File: config.mk
export PLATFORM = sky130hd
export DESIGN_NAME = alu_operand_stage
export DESIGN_NICKNAME = d
export VERILOG_FILES = /design/src/rtl/alu_operand_stage.sv
export SDC_FILE = /design/constraint.sdc
export NUM_CORES = 1
export LEC_CHECK = 0
export ABC_AREA = 1
export CAP_MARGIN = 20
export CORE_ASPECT_RATIO = 0.7
export CORE_MARGIN = 2
export CORE_UTILIZATION = 43
export DETAILED_ROUTE_END_ITERATION = 10
export PLACE_DENSITY = 0.82
export SKIP_LAST_GASP = 1
export SYNTH_ARGS = -nofsm -noshare
export SYNTH_HDL_FRONTEND = slang
export SYNTH_SLANG_ARGS = --single-unit
File: constraint.sdc
create_clock -name clk -period 1.6 [get_ports clk]
set_clock_uncertainty 0.05 [all_clocks]
set_input_delay 0.32 -clock clk [delete_from_list [all_inputs] [get_ports clk]]
set_output_delay 0.32 -clock clk [all_outputs]
set_load 0.03 [all_outputs]
File: src/rtl/alu_operand_stage.sv
// Operand pipeline register in front of the execute ALU: resolves rs/rt forwarding,
// selects the B source and holds A/B/S plus destination info under a valid/ready handshake.
module alu_operand_stage #(
    parameter int n = 32,
    parameter int r = 5
) (
    input  logic         clk,
    input  logic         reset,
    input  logic         in_valid,
    output logic         in_ready,
    input  logic [r-1:0] rs_addr,
    input  logic [r-1:0] rt_addr,
    input  logic [n-1:0] rs_data,
    input  logic [n-1:0] rt_data,
    input  logic [15:0]  imm16,
    input  logic [4:0]   shamt,
    input  logic [1:0]   b_sel,
    input  logic [2:0]   alu_op,
    input  logic [r-1:0] rd_addr,
    input  logic         reg_write,
    input  logic [n-1:0] alu_y,
    input  logic         wb_valid,
    input  logic [r-1:0] wb_rd,
    input  logic [n-1:0] wb_data,
    input  logic         flush,
    output logic         out_valid,
    input  logic         out_ready,
    output logic [n-1:0] A,
    output logic [n-1:0] B,
    output logic [2:0]   S,
    output logic [r-1:0] out_rd,
    output logic         out_reg_write
);

    logic         valid_reg;
    logic [n-1:0] a_reg;
    logic [n-1:0] b_reg;
    logic [2:0]   s_reg;
    logic [r-1:0] rd_reg;
    logic         reg_write_reg;

    logic         load;
    logic [n-1:0] rs_fwd;
    logic [n-1:0] rt_fwd;
    logic [n-1:0] b_next;

    // The held instruction's result (still on the ALU output) is newer than
    // anything in writeback, so it wins. Register 0 is never forwarded.
    function automatic logic [n-1:0] forward(
        input logic [r-1:0] addr,
        input logic [n-1:0] rf_data,
        input logic         held_valid,
        input logic         held_write,
        input logic [r-1:0] held_rd,
        input logic [n-1:0] held_y,
        input logic         wbv,
        input logic [r-1:0] wbrd,
        input logic [n-1:0] wbd
    );
        logic [n-1:0] result;
        result = rf_data;
        if (addr != '0) begin
            if (held_valid && held_write && (held_rd == addr)) begin
                result = held_y;
            end else if (wbv && (wbrd == addr)) begin
                result = wbd;
            end
        end
        return result;
    endfunction

    assign in_ready = !valid_reg || out_ready;
    assign load     = in_valid && in_ready && !flush;

    assign rs_fwd = forward(rs_addr, rs_data, valid_reg, reg_write_reg, rd_reg,
                            alu_y, wb_valid, wb_rd, wb_data);
    assign rt_fwd = forward(rt_addr, rt_data, valid_reg, reg_write_reg, rd_reg,
                            alu_y, wb_valid, wb_rd, wb_data);

    always_comb begin
        b_next = rt_fwd;
        case (b_sel)
            2'b00:   b_next = rt_fwd;
            2'b01:   b_next = {{(n-16){imm16[15]}}, imm16};
            2'b10:   b_next = {{(n-16){1'b0}}, imm16};
            2'b11:   b_next = {{(n-5){1'b0}}, shamt};
            default: b_next = rt_fwd;
        endcase
    end

    // A, B, S and out_rd only move on a load; valid and write-enable drop on
    // flush or drain so a bubble can never write the register file.
    always_ff @(posedge clk) begin
        if (reset) begin
            valid_reg     <= 1'b0;
            a_reg         <= '0;
            b_reg         <= '0;
            s_reg         <= '0;
            rd_reg        <= '0;
            reg_write_reg <= 1'b0;
        end else if (flush) begin
            valid_reg     <= 1'b0;
            reg_write_reg <= 1'b0;
        end else if (load) begin
            valid_reg     <= 1'b1;
            a_reg         <= rs_fwd;
            b_reg         <= b_next;
            s_reg         <= alu_op;
            rd_reg        <= rd_addr;
            reg_write_reg <= reg_write;
        end else if (valid_reg && out_ready) begin
            valid_reg     <= 1'b0;
            reg_write_reg <= 1'b0;
        end
    end

    assign out_valid     = valid_reg;
    assign A             = a_reg;
    assign B             = b_reg;
    assign S             = s_reg;
    assign out_rd        = rd_reg;
    assign out_reg_write = reg_write_reg;

endmodule

==> impl_metrics.tcl <==
set metrics [dict create \
    p_int_mw 4.370 \
    final_common_cell "nand2_1" \
    worstPathMaxFanout 8 \
    ir_worst_vdd_uv 506.0 \
    startpoint_type "register" \
    ios 256 \
    synth_area_per_cell_um2 5.405 \
    die_height_um 101.3 \
    clock_latency_ps 340 \
    syn_nets 1257 \
    initial_utilization_pct 44.12 \
    max_freq_ghz 0.5980 \
    dpl-instance-area_um2 8886 \
    synth_compound_area_share_pct 17.21 \
    cts_buffer_depth 2 \
    dp_hpwl_um 17680 \
    clkPwrFrac_pct 38.0 \
    worstSetupStartpoint "out_rd[3]" \
    place_ws_ps -457.2 \
    routed_wirelength_um 28470 \
    period_needed_ps 1672 \
    grt_pass1_vias 7711 \
    post-route-drc-count 0 \
    holdCritStartpoint "A[13]" \
    final.setup.tns_ps -910.2 \
    final_layout_size_suffix_gt1_share_pct 15.84 \
    fin_util_pct 75.77 \
    via_per_inst 5.587 \
    power.density_nw_per_um2 645.5 \
    nNetsFinal 1528 \
    sw_frac_of_total_pct 32.21 \
    holdWs_ps 411.0 \
    violations "setup timing" \
    synthFlopType "dfxtp_1" \
    synthXorXnorAreaFrac_pct 0 \
    drt-initial-drc-count 1047 \
    synth_top_family_by_area "simple AND/OR/NAND/NOR gates" \
    fp.coreArea_um2 13180 \
    synth_cells 1076 \
    max_slew.worst_pin.slew_ps 518.8 \
    syn-cell-area_um2 5816 \
    power_mw 6.446 \
    run_status "complete, but fails checks" \
    cts_tree "yes" \
    setup_violations 37 \
    drtPass1Iterations 5 \
    h-tree-depth 3 \
    final_area_um2 9987 \
    power_frac_seq_pct 31.4 \
    layout_common_cells "nand2_1, clkdlybuf4s50_1, inv_1" \
    syn2layout_area_growth_pct 71.73 \
    dieArea_um2 14490 \
    grt_pass1_wl_um 40620 \
    synth_cell_types 20 \
    grtUsageTotal_pct 36.37 \
    p_leak_nw 5.092 \
    fin_cells 1537 \
    yosys.area_share.simple_pct 41.65 \
    yosysWarnings 0 \
    switchingPower_mw 2.076 \
    regToRegStartpoint "out_rd[3]" \
    seq_area_frac_synth_pct 25.47 \
    num_vias 8587 \
    ant_nets 0 \
    yosys-mux-area-fraction_pct 0 \
    grt_max_degree 41 \
    hp-class "reg2reg" \
    slew_headroom_pct 65.42 \
    worst_slack_ps -72.28 \
    clkTransAtPathRegs_ps 60 \
    io_buffers 255 \
    clock-sinks 74 \
    clock_tree.root_cell "clkbuf_16" \
    wire_per_inst_um 18.53 \
    rows 35 \
    place_congestion 0.9497 \
    synthAdderAreaFrac_pct 0 \
    cts_buffers 9 \
    dpl.cell_count 1495 \
    worst_ep_arrival_time_ps 1900 \
    drv_cap 0 \
    power_frac_comb_pct 30.6 \
    critPathKind "reg2reg" \
    die_w_um 143 \
    ys_ff_latch 74 \
    hold_viol_final 0 \
    ctsHoldBuffers 0 \
    overflow 0 \
    async_reset_ff_share_pct 0 \
    slew_violations 0 \
    end_kind "register" \
    min_period_over_period_pct 104.5 \
    synth-edff-count 0 \
    crit_required_ps 1830 \
    grt_setup_unrepaired "yes" \
    grt_antenna_before_repair 0 \
]
==> per-layer routing <==
layer | share of wire (%) | global-route usage (%) | vias to the layer above
met2 | 44 | 57.31 | 672
met1 | 39 | 47.91 | 3857
met4 | 3.5 | 14.62 | 0
met5 | 0 | 0 | -
met3 | 14 | 9.267 | 105
li1 | - | - | 3953
==> flip-flops by register name (all words and copies together) (netlist names) <==
signal and flops:
A 32, B 32, out_rd 5, S 3, out_reg_write 1, out_valid 1
==> worst max-delay path, cell delays in order (launching register included) <==
cell,delay (ps)
dfxtp_4,360
inv_2,40
nand2_1,80
nand2_2,80
nor2_4,120
nand3_4,140
buf_12,180
buf_16,150
nor2_2,90
nor2_1,50
nand2_1,60
nand2_1,60
a21oi_2,130
==> cells in the mapped netlist, types with 2 or more instances <==
master / n / area [µm²]
a221oi_1: 5 / 43.79
buf_1: 5 / 18.77
inv_1: 147 / 551.8
nand3_2: 4 / 40.04
o21ai_1: 3 / 15.01
dfxtp_1: 74 / 1481
nor2_1: 144 / 540.5
nand4_1: 32 / 200.2
nor3_2: 2 / 20.02
nor2_2: 2 / 12.51
buf_6: 3 / 33.78
clkbuf_1: 40 / 150.1
nand2_1: 291 / 1092
a21oi_1: 151 / 755.7
nand3_1: 101 / 505.5
inv_2: 11 / 41.29
o21ai_0: 36 / 180.2
buf_2: 23 / 115.1
==> worst paths after layout <==
kind         cells after the start  slack, ps     to
max                             12        -70  B[13]
min                              2        410  A[13]
max reg2reg                     12        -70  B[13]
min reg2reg                      2        410  A[13]
==> cell type report <==
class                   count  area, µm²
inverters                 158      595.6
diodes                      1      2.502
fillers                  1098       3194
multi-input cells         773       3807
clock inverters             5      102.6
clock buffers              10      239.0
repair buffers            331       3508
flip-flops and latches     74       1500
well taps                 185      231.5
==> power groups by stage <==
| stage | clock, mW | sequential, mW | combinational, mW |
|---|---|---|---|
| 6_report | 2.45 | 2.03 | 1.97 |
| 5_1_grt | 2.50 | 2.04 | 2.10 |
| 4_1_cts | 2.43 | 2.02 | 1.86 |
| 3_5_place_dp | 0 | 2.07 | 1.89 |
| 3_3_place_gp | 0 | 2.07 | 1.87 |
| 2_1_floorplan | 0 | 2.26 | 0.678 |
==> cell families (layout without fill, tap and decap cells) <==
kind of cell / Yosys count / after routing
AO/OA/AOI/OAI: 196 / 196
buffers and inverters: 229 / 504
flip-flops: 74 / 74
other: 0 / 1
AND/OR/NAND/NOR: 577 / 577
==> repair_timing <==
item                                    in CTS  in global routing
endpoints found under the setup margin     138                 65
cloned                                      11                  5
pin swaps                                    9                 25
setup buffers                                8                  5
resized for setup                          119                100
(Power assumes the default switching activity.)
